<file path="config.mk">
export PLATFORM = sky130hd
export DESIGN_NAME = uart_tx_scheduler
export DESIGN_NICKNAME = d
export VERILOG_FILES = /design/src/rtl/uart_tx_scheduler.sv
export SDC_FILE = /design/constraint.sdc
export NUM_CORES = 1
export LEC_CHECK = 0
export CORE_MARGIN = 2
export CORE_UTILIZATION = 24
export CTS_CLUSTER_DIAMETER = 50
export DETAILED_ROUTE_END_ITERATION = 8
export MAX_ROUTING_LAYER = met4
export PLACE_DENSITY_LB_ADDON = 0.12
export SLEW_MARGIN = 5
export SYNTH_ARGS = -nofsm -noshare
export SYNTH_HDL_FRONTEND = slang
export SYNTH_SLANG_ARGS = --single-unit
</file>
<file path="constraint.sdc">
create_clock -name clk -period 2.24 [get_ports clk]
set_input_delay 0.336 -clock clk [delete_from_list [all_inputs] [get_ports clk]]
set_output_delay 0.336 -clock clk [all_outputs]
set_load 0.05 [all_outputs]
</file>
<file path="src/rtl/uart_tx_scheduler.sv">
// UART transmit scheduler: round-robin arbitration of four byte requesters onto one
// UART transmitter. A grant latches the winner's byte, pulses ack, then pulses tx_start.
// The scheduler then follows the transmitter's busy flag and waits out the post-stop pause
// on the next baud tick.
// Optional feature: define UART_TX_SCHED_TIMEOUT_EN to bound the wait for tx_busy to rise.
// The bound is BUSY_TIMEOUT cycles; when it expires, timeout_err is set and stays set.
module uart_tx_scheduler #(
  parameter int unsigned BUSY_TIMEOUT = 16384
) (
  input  logic        clk,
  input  logic        rst,
  input  logic [3:0]  req,
  input  logic [31:0] req_data,
  output logic [3:0]  ack,
  input  logic        tx_en,
  input  logic        tx_busy,
  output logic        tx_start,
  output logic [7:0]  tx_data,
  output logic [1:0]  grant_id,
  output logic        active,
  output logic        timeout_err
);

  typedef enum logic [2:0] {
    StIdle,
    StLaunch,
    StWaitBusy,
    StWaitDone,
    StGap
  } state_e;

  state_e     state_q;
  logic [1:0] winner;
  logic [1:0] cand;

`ifdef UART_TX_SCHED_TIMEOUT_EN
  localparam int unsigned CntW = (BUSY_TIMEOUT > 2) ? $clog2(BUSY_TIMEOUT) : 1;
  localparam logic [CntW-1:0] CntLast = CntW'(BUSY_TIMEOUT - 1);

  logic [CntW-1:0] busy_cnt_q;
`else
  // Without the timeout the parameter has no effect.
  logic unused_busy_timeout;
  assign unused_busy_timeout = ^BUSY_TIMEOUT;
  assign timeout_err = 1'b0;
`endif

  // Round-robin pick: the first requester after the last owner; the last owner ranks lowest.
  always_comb begin
    winner = grant_id;
    cand   = '0;
    for (int i = 4; i >= 1; i--) begin
      cand = grant_id + 2'(i);
      if (req[cand]) winner = cand;
    end
  end

  // Scheduler FSM. All outputs are registered here.
  always_ff @(posedge clk or posedge rst) begin
    if (rst) begin
      state_q     <= StIdle;
      ack         <= '0;
      tx_start    <= 1'b0;
      tx_data     <= 8'h00;
      grant_id    <= 2'd3;
      active      <= 1'b0;
`ifdef UART_TX_SCHED_TIMEOUT_EN
      timeout_err <= 1'b0;
      busy_cnt_q  <= '0;
`endif
    end else begin
      ack      <= '0;
      tx_start <= 1'b0;
      case (state_q)
        StIdle: begin
          if (req != '0) begin
            tx_data  <= req_data[8*winner +: 8];
            grant_id <= winner;
            ack      <= 4'b0001 << winner;
            active   <= 1'b1;
            state_q  <= StLaunch;
          end
        end
        StLaunch: begin
          tx_start <= 1'b1;
          state_q  <= StWaitBusy;
`ifdef UART_TX_SCHED_TIMEOUT_EN
          busy_cnt_q <= '0;
`endif
        end
        StWaitBusy: begin
          if (tx_busy) begin
            state_q <= StWaitDone;
          end
`ifdef UART_TX_SCHED_TIMEOUT_EN
          else if (busy_cnt_q == CntLast) begin
            // Transmitter never took the byte: flag it and drop the byte, no re-send.
            timeout_err <= 1'b1;
            active      <= 1'b0;
            state_q     <= StIdle;
          end else begin
            busy_cnt_q <= busy_cnt_q + CntW'(1);
          end
`endif
        end
        StWaitDone: begin
          // A coincident tx_en is deliberately ignored; only a tick seen in StGap counts.
          if (!tx_busy) state_q <= StGap;
        end
        StGap: begin
          if (tx_en) begin
            active  <= 1'b0;
            state_q <= StIdle;
          end
        end
        default: begin
          active  <= 1'b0;
          state_q <= StIdle;
        end
      endcase
    end
  end

endmodule

</file>
==> results by group, run 1 <==
Critical path
  – Worst-path fanout max: 6
  – Worst setup endpoint: grant_id[1]
  – Worst Path Arrival: 1.65 ns
  – Worst reg2reg setup slack: 0.49 ns
  – CP Class: reg -> out
  – Reg2reg end: tx_data[3]
  – Family with the most delay on the worst path: buffers and inverters
  – Crit path cell chain: clkdlybuf4s50_1
  – Slowest stage delay, CP: 0.81 ns
  – RR Startpoint: grant_id[0]
  – CP max stage cell: clkdlybuf4s50_1
  – Worst EP required: 1.90 ns
  – WP buf/inv: 1
  – CP startpoint: grant_id[1]
  – CP Launch Type: flip-flop
  – WP depth: 1
  – R2R cell count: 5
  – CP Capture Type: output pin

Clocking
  – CTS Buf Count: 3
  – Clock Path Buffers: 2
  – Htree depth: 1
  – Clock Sinks: 19
  – Root buffer cell: clkbuf_8
  – # hold bufs at CTS: 0
  – Postcts setup bufs: 0
  – CTS tree: built
  – Clk_lat worst skew: 0.26 ns
  – Clk pin slew, worst setup/hold paths: 0.08 ns

Logic synthesis
  – Net count after synthesis: 155
  – Distinct cells, synth: 32
  – Synth Area in XOR/XNOR: 0
  – Mux cell area share after synthesis: 0.06874
  – Compound-Gate Fraction of Synth Area: 0.2374
  – Synth Instances: 115
  – Post-synthesis adder-cell area fraction: 0
  – Synthesized-area fraction occupied by and/or/nand/nor cells: 0.1665
  – Seq/Total Area, Yosys: 0.4103
  – Largest family of logic cells by synthesized area: compound AO/OA/AOI/OAI gates
  – Mean area per synthesized cell: 10.13 sq um
  – Register bit total from synthesis: 19
  – Yosys warns: 0
  – Syn Std Cell Area: 1165 sq um

Placed design
  – PortBufs: 55
  – Setup WS pre-CTS: -0.1219 ns
  – DP HPWL: 2.470 mm
  – Post-DP Area: 1755 sq um
  – Routability cong.: 0.7658

Finish
  – Finished layout cell area: 1808 sq um
  – Core Util, Final: 0.3853
  – Total Nets Final: 215
  – Ratio of cells with drive above 1 in the final layout: 0.1609
  – Inserted Diodes: 0
  – P&R area growth vs syn: 55.21%

Timing
  – Final Slew Violations: 0
  – Period utilisation layout: 0.8853
  – Post-layout min period: 1.983 ns
  – Setup TNS Final: 0 ns
  – RSZ-0062 raised after global routing: no
  – Final Worst Setup Slack: 0.2570 ns
  – Final setup viols: 0
  – Setup Skew: 0.003971 ns
  – Worst-Margin Slew: 0.5016 ns
  – Hold Vio Cnt, Final: 0
  – Slew margin rel.: 0.6645
  – Fmax: 0.5043 GHz

GRT
  – First-pass GRT wire length: 5.375 mm
  – Initial antenna violation count: 0
  – Total Routing Usage GR: 0.1345
  – Vias in the first global route: 1114
  – Largest net degree at the start of global routing: 22
  – Total gr overflow: 0

Floorplanning
  – Core Region: 4692 sq um
  – Ports: 57
  – Initial Utilization: 0.2483
  – Core Rows: 25
  – Die W: 73.67 um
  – Die outline height: 73.67 um
  – Full die area: 5427 sq um

Drt
  – WL final: 3.362 mm
  – Initial DRT Pass Iterations: 4
  – Vias: 1042
  – Wire length per cell: 14.75 um
  – DR vias/cell: 4.570
  – Initial drt markers: 42
  – Antenna-violating nets left: 0
  – DRC viols: 0

Pwr
  – Flop pwr share: 0.268
  – Leak: 0.7536 nW
  – Combinational power share: 0.629
  – Power Dens Cells: 1293 nW/um^2
  – Sw power: 0.001136 W
  – Sw Ratio: 0.4860
  – Clock power frac: 0.104
  – Pint: 0.001202 W
  – Peak VDD IR: 0.0007708 V

Hold path
  – HP Class: in -> async

Outcome
  – Status: completed

Job
  – MaxCap Viol Count: 0
-- cells in the final DEF (no fill, tap or decap) --
master           count
conb_1               1
and2_1               1
nor4_2               1
nor2b_1              2
a31oi_1              8
o21ai_1              1
nor2_1              15
nor3_1               2
a21bo_1              1
or2_2                1
or3_1                1
nor4_1               1
nand2b_1             6
o21a_1               1
a211oi_2             8
clkinv_2             1
mux2i_1              8
and3_4               1
dfrtp_1             17
nor3b_4              1
buf_4                9
inv_1               10
or3b_1               1
clkbuf_8             3
nand3b_1             1
o21ai_0              1
a211oi_1             8
o211a_1              1
a21o_2               1
a21oi_1              4
clkdlybuf4s50_1     55
dfstp_2              2
-- routing by layer --
metal	up-vias	GRT usage	wire length, um
met5	-	-	0
met4	0	0.03030	22
met3	2	0.03292	207
met2	36	0.2262	1689
met1	480	0.1627	1442
li1	524	-	-
-- metrics by stage --
stage | power (W) | hold slack (ns) | cells
floorplan | 0.001685 | 0.2857 | 115
global placement | 0.002081 | 0.5138 | 224
detailed placement | 0.002105 | 0.5197 | 224
CTS | 0.002359 | 0.4094 | 228
global route | 0.002510 | 0.4128 | 228
finish | 0.002338 | 0.4054 | 228
-- tightest hold or removal path: cells and delay by family --
kind / cells / cell delay (ns)
buf+inv: 3 / 0.71
-- sequential cells by signal, summed over array words and instances (netlist names) --
signal	count
tx_data	8
ack	4
state_q	3
grant_id	2
active	1
tx_start	1
-- repair_timing --
action                                  4_1_cts  5_1_grt
endpoints found under the hold margin         0        0
endpoints found under the setup margin        0        4
resized for setup                             0        1
-- Yosys cell counts, drive strengths merged --
library cell / count / area [sq um]
buf: 8 / 91.33
inv: 10 / 37.54
clkbuf: 1 / 3.750
o21ai: 2 / 10.00
mux2i: 8 / 80.08
nor2b: 2 / 12.51
a31oi: 8 / 50.05
o211a: 1 / 10.01
dfrtp: 17 / 425.4
o21a: 1 / 7.510
nor3: 2 / 10.01
or2: 1 / 6.260
a21oi: 4 / 20.02
nand3b: 1 / 7.510
nor2: 15 / 56.30
nor3b: 1 / 12.51
nor4: 2 / 18.77
and2: 1 / 6.260
a211oi: 16 / 160.2
nand2b: 6 / 37.54
a21o: 1 / 8.760
or3: 1 / 6.260
and3: 1 / 11.26
dfstp: 2 / 52.55
a21bo: 1 / 10.01
conb: 1 / 3.750
or3b: 1 / 8.760
-- final cells by class --
cell class / count / area (sq um)
inverter: 10 / 37.54
tap: 54 / 67.56
clock inverter: 1 / 5.005
timing repair buffer: 64 / 618.1
multi-input combinational: 77 / 560.5
fill: 476 / 2884
sequential: 19 / 478.0
clock buffer: 3 / 41.29
-- worst min path at each step --
stage               depth (start not counted)        start  slack [ns]     endpoint
CTS                                         3          rst        0.41   state_q[0]
finish                                      3          rst        0.41   tx_data[1]
floorplan                                   1          rst        0.29       ack[0]
global placement                            2  grant_id[0]        0.51  grant_id[0]
global route                                3          rst        0.41   state_q[0]
detailed placement                          2  grant_id[0]        0.52  grant_id[0]
-- cells by family after synthesis --
family / after synthesis
AO/OA/AOI/OAI: 34
AND/OR/NAND/NOR: 34
flip-flops: 19
buffers and inverters: 19
multiplexers: 8
other: 1
-- power groups by stage --
stage	registers, W	clock network, W	logic [W]
final	0.000626	0.000242	0.00147
after global routing	0.000654	0.000272	0.00158
after CTS	0.000630	0.000254	0.00148
after detailed placement	0.000638	0	0.00147
after global placement	0.000630	0	0.00145
after floorplan	0.00104	0	0.000648
(Power assumes the default switching activity.)
==> run 2, diff against run 1 <==
--- a/config.mk
+++ b/config.mk
@@ -5,6 +5,7 @@
 export SDC_FILE = /design/constraint.sdc
 export NUM_CORES = 1
 export LEC_CHECK = 0
+export CAP_MARGIN = 30
 export CORE_MARGIN = 2
 export CORE_UTILIZATION = 24
 export CTS_CLUSTER_DIAMETER = 50
==> constraint.sdc (replaced) <==
create_clock -name clk -period 2.3 [get_ports clk]
set_input_delay 0.345 -clock clk [delete_from_list [all_inputs] [get_ports clk]]
set_output_delay 0.345 -clock clk [all_outputs]
set_load 0.05 [all_outputs]
==> run 2 against run 1 <==
  * Global-route usage decreased by 0.92 points
  * Final area decreased by 1.2%
  * Clock power decreased by 5%
  * Wire length decreased by 5.3%
  * Critical path depth increased by 5
  * Sequential share of layout area increased by 0.31 points
  * Worst hold slack improved by 0.12 ns
  * Non-clock buffer count decreased by 2
  * Clock skew decreased by 0.0020 ns
  * Via count decreased by 0.96%
  * Total power decreased by 4.1%
  * Utilization decreased by 0.45 points
  * Critical path type is now in -> reg
==> results by group, run 2 (synthesized netlist as in run 1, its figures left out) <==
Outcome
  – Status: completed

Finish
  – Core Util, Final: 0.3808
  – Finished layout cell area: 1787 sq um
  – Most flop-heavy register: tx_data
  – Largest registers: tx_data (8), ack (4), state_q (3)
  – Most frequent cells in the layout: clkdlybuf4s50_1, dfrtp_1, nor2_1
  – P&R area growth vs syn: 53.38%
  – Final Non-Filler Cells: 226
  – Inserted Diodes: 0
  – Ratio of cells with drive above 1 in the final layout: 0.1512
  – FILL cells: 490
  – Max FFs per register: 8
  – Most common cell after layout, fill and taps aside: clkdlybuf4s50_1
  – Total Nets Final: 213

Timing
  – Post-layout min period: 2.114 ns
  – WHS: 0.5258 ns
  – Final Slew Violations: 0
  – Hold Vio Cnt, Final: 0
  – RSZ-0062 raised after global routing: no
  – Fmax: 0.4730 GHz
  – Period utilisation layout: 0.9191
  – Final setup viols: 0
  – Setup Skew: 0.001957 ns
  – Slew margin rel.: 0.5022
  – Worst-Margin Slew: 0.7459 ns

GRT
  – First-pass GRT wire length: 5.106 mm
  – Total Routing Usage GR: 0.1253
  – Largest net degree at the start of global routing: 22
  – Initial antenna violation count: 0
  – Total gr overflow: 0
  – Vias in the first global route: 1103

Clocking
  – Root buffer cell: clkbuf_8
  – Post-CTS Resized: 0
  – CTS Buf Count: 3
  – Htree depth: 1
  – CTS tree: built
  – Clk pin slew, worst setup/hold paths: 0.07 ns
  – Clock Path Buffers: 2
  – Clk_lat worst skew: 0.25 ns
  – Clock Sinks: 19
  – Postcts setup bufs: 0
  – # hold bufs at CTS: 0

Pwr
  – Power Dens Cells: 1254 nW/um^2
  – Leak: 0.7441 nW
  – Peak VDD IR: 0.0004463 V

Placed design
  – DP Cell Count: 222
  – Routability cong.: 0.7064
  – DP HPWL: 2.479 mm
  – PortBufs: 55
  – Post-DP Area: 1740 sq um

Floorplanning
  – Die W: 73.67 um
  – Ports: 57
  – Initial Utilization: 0.2483
  – Core Rows: 25
  – Core Region: 4692 sq um
  – Die outline height: 73.67 um
  – Full die area: 5427 sq um

Critical path
  – CP max stage cell: nor3b_2
  – CP Capture Type: flip-flop
  – CP Class: in -> reg
  – Worst-path fanout max: 10
  – CP Launch Type: input port
  – Worst Path Arrival: 2.21 ns
  – Slowest stage delay, CP: 0.66 ns
  – Worst EP required: 2.39 ns
  – Crit path cell chain: clkdlybuf4s50_1 -> nor4_1 -> buf_4 -> nor4_2 -> nor3b_2 -> a211oi_1

Drt
  – DR vias/cell: 4.566
  – WL final: 3.184 mm
  – Initial drt markers: 17
  – Initial DRT Pass Iterations: 4
  – Wire length per cell: 14.09 um
  – Antenna-violating nets left: 0
  – DRC viols: 0
  – Vias: 1032

Job
  – MaxCap Viol Count: 0

Hold path
  – HP Class: in -> async
[run 2: cell types whose count changed in the layout (fill, tap and decap cells not counted)]
cell     before  now
buf_4         9    7
nor3b_4       1    0
nor3b_2       0    1
[run 2: routing by layer]
metal	global-route usage	routed length, um	vias to the layer above	part of all wire
met5	-	0	-	0
met4	0.02424	22	0	0.0069
met3	0.03155	178	2	0.056
met2	0.2044	1557	29	0.49
met1	0.1581	1426	483	0.45
li1	-	-	518	-
[run 2: stage by stage]
stage          total power (W)  setup slack, ns  setup TNS (ns)
5_1_grt               0.002402          0.06355               0
2_1_floorplan         0.001641           0.2915               0
3_5_place_dp          0.002031         -0.06859         -0.4351
6_report              0.002241           0.1860               0
3_3_place_gp          0.002016          0.03500               0
4_1_cts               0.002270           0.2071               0
[run 2: final cells by class]
type,count,area [sq um],area share
clock buffers,3,41.29,0.02311
inverters,10,37.54,0.02101
repair buffers,62,603.1,0.3375
clock inverters,1,5.005,0.002801
multi-input cells,77,554.3,0.3102
well taps,54,67.56,0.03782
flip-flops and latches,19,478.0,0.2675
[run 2: where the power goes]
group | switching [W] | leakage, nW | internal (W)
Sequential | 0.000118 | 0.225 | 0.000494
Combinational | 0.000855 | 0.494 | 0.000542
Clock | 0.000111 | 0.0255 | 0.000120
[run 2: path summary, 6_finish.rpt]
check                                  from           to  slack (ns)  cells past startpoint
max in group asynchronous               rst   tx_data[4]        1.31                      2
min in group clk                grant_id[0]  grant_id[0]        0.53                      2
worst max-delay path                 req[1]   tx_data[3]        0.19                      6
worst min register to register  grant_id[0]  grant_id[0]        0.53                      2
worst min-delay path                    rst   tx_data[5]        0.53                      2
worst max register to register  grant_id[0]   tx_data[5]        0.42                      5
[run 2: critical path: cells and delay by family]
family,cells,cell delay (ns)
and+or+nand+nor,3,1.00
AOI/OAI and AO/OA,1,0.17
buffers and inverters,2,0.68
==> RTL edit 1, RTL diff (flow settings as in run 1) <==
Make the reset (`rst`) synchronous in one clocked block.
--- a/src/rtl/uart_tx_scheduler.sv
+++ b/src/rtl/uart_tx_scheduler.sv
@@ -56,7 +56,7 @@
   end
 
   // Scheduler FSM. All outputs are registered here.
-  always_ff @(posedge clk or posedge rst) begin
+  always_ff @(posedge clk) begin
     if (rst) begin
       state_q     <= StIdle;
       ack         <= '0;
Check against the original RTL: differs if rst is asserted again (counterexample within 4 cycles, from zero or initial values and one cycle with rst high); with rst held inactive, the same outputs for 10 cycles.
==> RTL edit 1 against run 1 <==
  * Worst setup slack improved by 0.038 ns
  * Critical endpoint is now tx_data[4]
  * Sequential cell count stayed put
  * Final area down 2.1%
  * Sequential share of layout area fell by 4.9 points
  * Critical path type is now in2reg
  * Routed wire length shrank 10%
  * Area after synthesis decreased by 7.8%
Power is not compared: it rests on default switching activity, and its combinational part moved more than twofold at a synthesized area within 25%.
==> RTL edit 1: results (changes against run 1) <==
| Metric | Value |
|---|---|
| Max H-tree Level | 1 (unchanged) |
| Vias/cell | 4.70 (+2.9%) |
| First-pass GRT wire length | 4880 µm (-9.2%) |
| Seq/Total Area, Yosys | 35.4% (-5.6 points) |
| Setup WS pre-CTS | -0.0196 ns (+0.102 ns) |
| GP Congestion | 0.764 (-0.29%) |
| Mux cell area share after synthesis | 11.2% (+4.3 points) |
| Total wire length | 3030 µm (-10%) |
| Delay-heaviest family, CP | simple AND/OR/NAND/NOR gates |
| Cell variety after synth | 35 (+9.4%) |
| GRT Util Overall | 12.6% (-0.85 points) |
| WP data arrival | 2.09 ns (+0.44 ns) |
| Skew final | 0.00580 ns (+0.00183 ns) |
| Vias in the first global route | 1,019 (-8.5%) |
| Compound-gate portion of the synthesized area | 22.5% (-1.2 points) |
| Post-synthesis async set-or-reset flop share | 0% (-100 points) |
| Top post-synthesis cells by count | dfxtp_1 (19), mux2i_1 (12), nand2_1 (9), nor2_1 (9) |
| Warnings, synthesis | 0 (unchanged) |
| Reg2Reg Capture Point | tx_data[4] |
| Syn Nets | 154 (-0.65%) |
| Post-CTS Setup Inserts | 0 (unchanged) |
| XOR/XNOR share of the synthesized area | 0% (unchanged) |
| Leakage | between 0.7 and 0.8 nW |
| Area contributors post-synth | dfxtp_1 (35%), mux2i_1 (11%), o211ai_2 (5.8%) |
| Filler Cells Inserted | 450 (-5.5%) |
| Slew headroom | 65.6% (-0.85 points) |
| Largest net degree at the start of global routing | 12 (-45%) |
| Worst reg2reg startpoint | grant_id[0] |
| Root Buffer | clkbuf_8 |
| Fin nets | 216 (+0.47%) |
| Hold Path Class | reg2reg |
| Worst path max stage delay | 0.58 ns (-0.23 ns) |
| CP Max Fanout | 10 (+4) |
| Slowest library cell on the worst path | or4_1 |
| Worst setup path startpoint | req[1] |
| Dpl cell area | 0.00172 mm² (-1.8%) |
| DP HPWL | 2460 µm (-0.28%) |
| Deepest clock path buffer count | 2 (unchanged) |
| Worst-path clk slew | roughly 0.070 ns |
| R2R Setup Slk | 0.43 ns (-0.06 ns) |
| Status | finished, final reports clean |
| IO Port Bufs | 55 (unchanged) |
| Layout cells sized above 1 | 13.7% (-2.4 points) |
| Drt first-iter violations | 22 (-48%) |
[RTL edit 1: changes by cell type after synthesis, sizes merged, moves of 6 or more]
cell | run 1 | this run
nand2 | 0 | 9
inv | 10 | 1
a211oi | 16 | 1
dfxtp | 0 | 19
a31oi | 8 | 2
o31ai | 0 | 6
dfrtp | 17 | 0
[RTL edit 1: layout make-up]
type	count	area, µm²	area share (%)
well taps	52	65.1	3.68
repair buffers	65	651	36.8
multi-input cells	86	624	35.3
clock buffers	4	45.0	2.55
inverters	1	3.75	0.212
flip-flops and latches	19	380	21.5
[RTL edit 1: power by group]
part           internal [W]  total (W)  switching [W]
Sequential         0.000401   0.000444      0.0000435
Combinational      0.000317   0.000716       0.000399
Clock              0.000126   0.000235       0.000109
[RTL edit 1: metal layers]
layer | wire [µm] | up-vias | global-route usage, %
met1 | 1360 | 480 | 15.6
met3 | 203 | 2 | 4.27
met2 | 1440 | 34 | 20.1
met5 | 0 | - | -
li1 | - | 552 | -
met4 | 19 | 0 | 2.52
[RTL edit 1: through the flow]
stage | std cells | power [W] | TNS, ns | hold WS [ns]
4_1_cts | 227 | 0.00141 | 0 | 0.482
2_1_floorplan | 114 | 0.000910 | 0 | 0.467
6_report | 227 | 0.00140 | 0 | 0.482
3_5_place_dp | 223 | 0.00118 | -0.102 | 0.465
3_3_place_gp | 223 | 0.00117 | 0 | 0.460
5_1_grt | 227 | 0.00147 | 0 | 0.517
[RTL edit 1: how the worst max path moves through the flow]
stage | endpoint | slack, ns
floorplan | tx_data[2] | 0.09
global placement | tx_data[1] | 0.05
detailed placement | tx_data[4] | -0.02
CTS | tx_data[7] | 0.26
global route | tx_data[6] | 0.16
finish | tx_data[4] | 0.30
==> RTL edit 2, RTL diff (settings of run 1) <==
Made on the original files. The option `UART_TX_SCHED_TIMEOUT_EN` is turned on by a define.
--- a/src/rtl/uart_tx_scheduler.sv
+++ b/src/rtl/uart_tx_scheduler.sv
@@ -4,6 +4,8 @@
 // on the next baud tick.
 // Optional feature: define UART_TX_SCHED_TIMEOUT_EN to bound the wait for tx_busy to rise.
 // The bound is BUSY_TIMEOUT cycles; when it expires, timeout_err is set and stays set.
+`define UART_TX_SCHED_TIMEOUT_EN
+
 module uart_tx_scheduler #(
   parameter int unsigned BUSY_TIMEOUT = 16384
 ) (
Check against the original RTL: same outputs for any inputs over 10 cycles, from zero or initial values and one cycle with rst high; that may be too few to reach the edited logic, so the function may still have changed.
==> RTL edit 2 against run 1 <==
  * Clock skew increased by 0.0051 ns
  * Sequential power is 51% higher
  * Combinational power increased by 24%
  * Sequential share of layout area rose by 3.5 points
  * Routed wire length rose by 50%
  * Power increased by 44%
  * Final area is 58% higher
  * Area after synthesis is 67% higher
  * Largest power group unchanged
  * Worst setup slack got worse by 0.084 ns
  * Fmax shrank 4.1%
  * Sequential cell count up 15
  * Largest cell class is now multi-input combinational cells
==> RTL edit 2: results (changes against run 1) <==
| Metric | Value |
|---|---|
| Status | finished, final reports clean |
| Vias | 1,692 (+62%) |
| Layout cells sized above 1 | 15.3% (-0.79 points) |
| Mux cell area share after synthesis | 10.3% (+3.4 points) |
| Filler Cells Inserted | 817 (+72%) |
| Top post-synthesis cells by count | dfrtp_1 (32), nand2_1 (20), nand3_1 (20), nor2_1 (20), mux2i_1 (11) |
| First-pass GRT wire length | 8440 µm (+57%) |
| GRT Util Overall | 12.5% (-0.90 points) |
| Fraction of area in non-clock buffers | 24.9% (-9.2 points) |
| Seq/Total Area, Yosys | 43.9% (+2.9 points) |
| WP data arrival | 1.73 ns (+0.08 ns) |
| Vias/cell | 4.57 (about the same) |
| Fmax | 484 MHz (-4.1%) |
| DP HPWL | 3600 µm (+46%) |
| Max H-tree Level | 2 (+1) |
| M2 GR Usage | 18.2% (-4.4 points) |
| Placed insts | 362 (+62%) |
| Skew final | 0.00903 ns (+0.00505 ns) |
| Largest net degree at the start of global routing | 35 (+59%) |
| Global Route met3 Usage | 2.73% (-0.56 points) |
| CP Max Fanout | 9 (+3) |
| Worst path max stage delay | 0.83 ns (+0.02 ns) |
| Nonclk buf count | 71 (+11%) |
| Switching part of the total | 43.0% (-5.6 points) |
| Compound-gate portion of the synthesized area | 13.0% (-11 points) |
| Non-clock inverters | 5 (-5) |
| Drt first-iter violations | 71 (+69%) |
| Later-pin clock latency in the skew report | 0.29 ns (+0.03 ns) |
| Largest registers | busy_cnt_q x14, tx_data x8, ack x4 |
| Routed metal-1 wirelength | 2490 µm (+73%) |
| DR WL met3 | 185 µm (-11%) |
| Reg area | 853 µm² (+79%) |
| Vias in the first global route | 1,641 (+47%) |
| Fin nets | 308 (+43%) |
| Dpl cell area | 0.00273 mm² (+56%) |
| Comb_multi_in | 150 (+95%) |
| Area contributors post-synth | dfrtp_1 (41%), mux2i_1 (5.7%), nand3_1 (5.2%) |
| Peak supply drop | 0.000615 V (-20%) |
| Worst reg2reg startpoint | busy_cnt_q[0] |
| Met2 WL post-DR | 2310 µm (+37%) |
| IO Port Bufs | 56 (+1.8%) |
| Worst hold slack | 0.460 ns (+0.0542 ns) |
## RTL edit 2: cell count changes after synthesis, sizes merged, moves of 6 or more
| cell | run 1 | this run |
|---|---|---|
| nor4 | 2 | 8 |
| nand3 | 0 | 20 |
| dfrtp | 17 | 32 |
| a31oi | 8 | 2 |
| a211oi | 16 | 2 |
| mux2 | 0 | 8 |
| nand2 | 0 | 20 |
| xnor2 | 0 | 9 |
| o211ai | 0 | 8 |
## RTL edit 2: power by group through the flow
stage | clock network (W) | registers [W] | logic, W
2_1_floorplan | 0 | 0.00133 | 0.000794
3_3_place_gp | 0 | 0.000953 | 0.00185
3_5_place_dp | 0 | 0.000949 | 0.00185
4_1_cts | 0.000625 | 0.000943 | 0.00185
5_1_grt | 0.000655 | 0.000974 | 0.00197
6_report | 0.000597 | 0.000945 | 0.00182
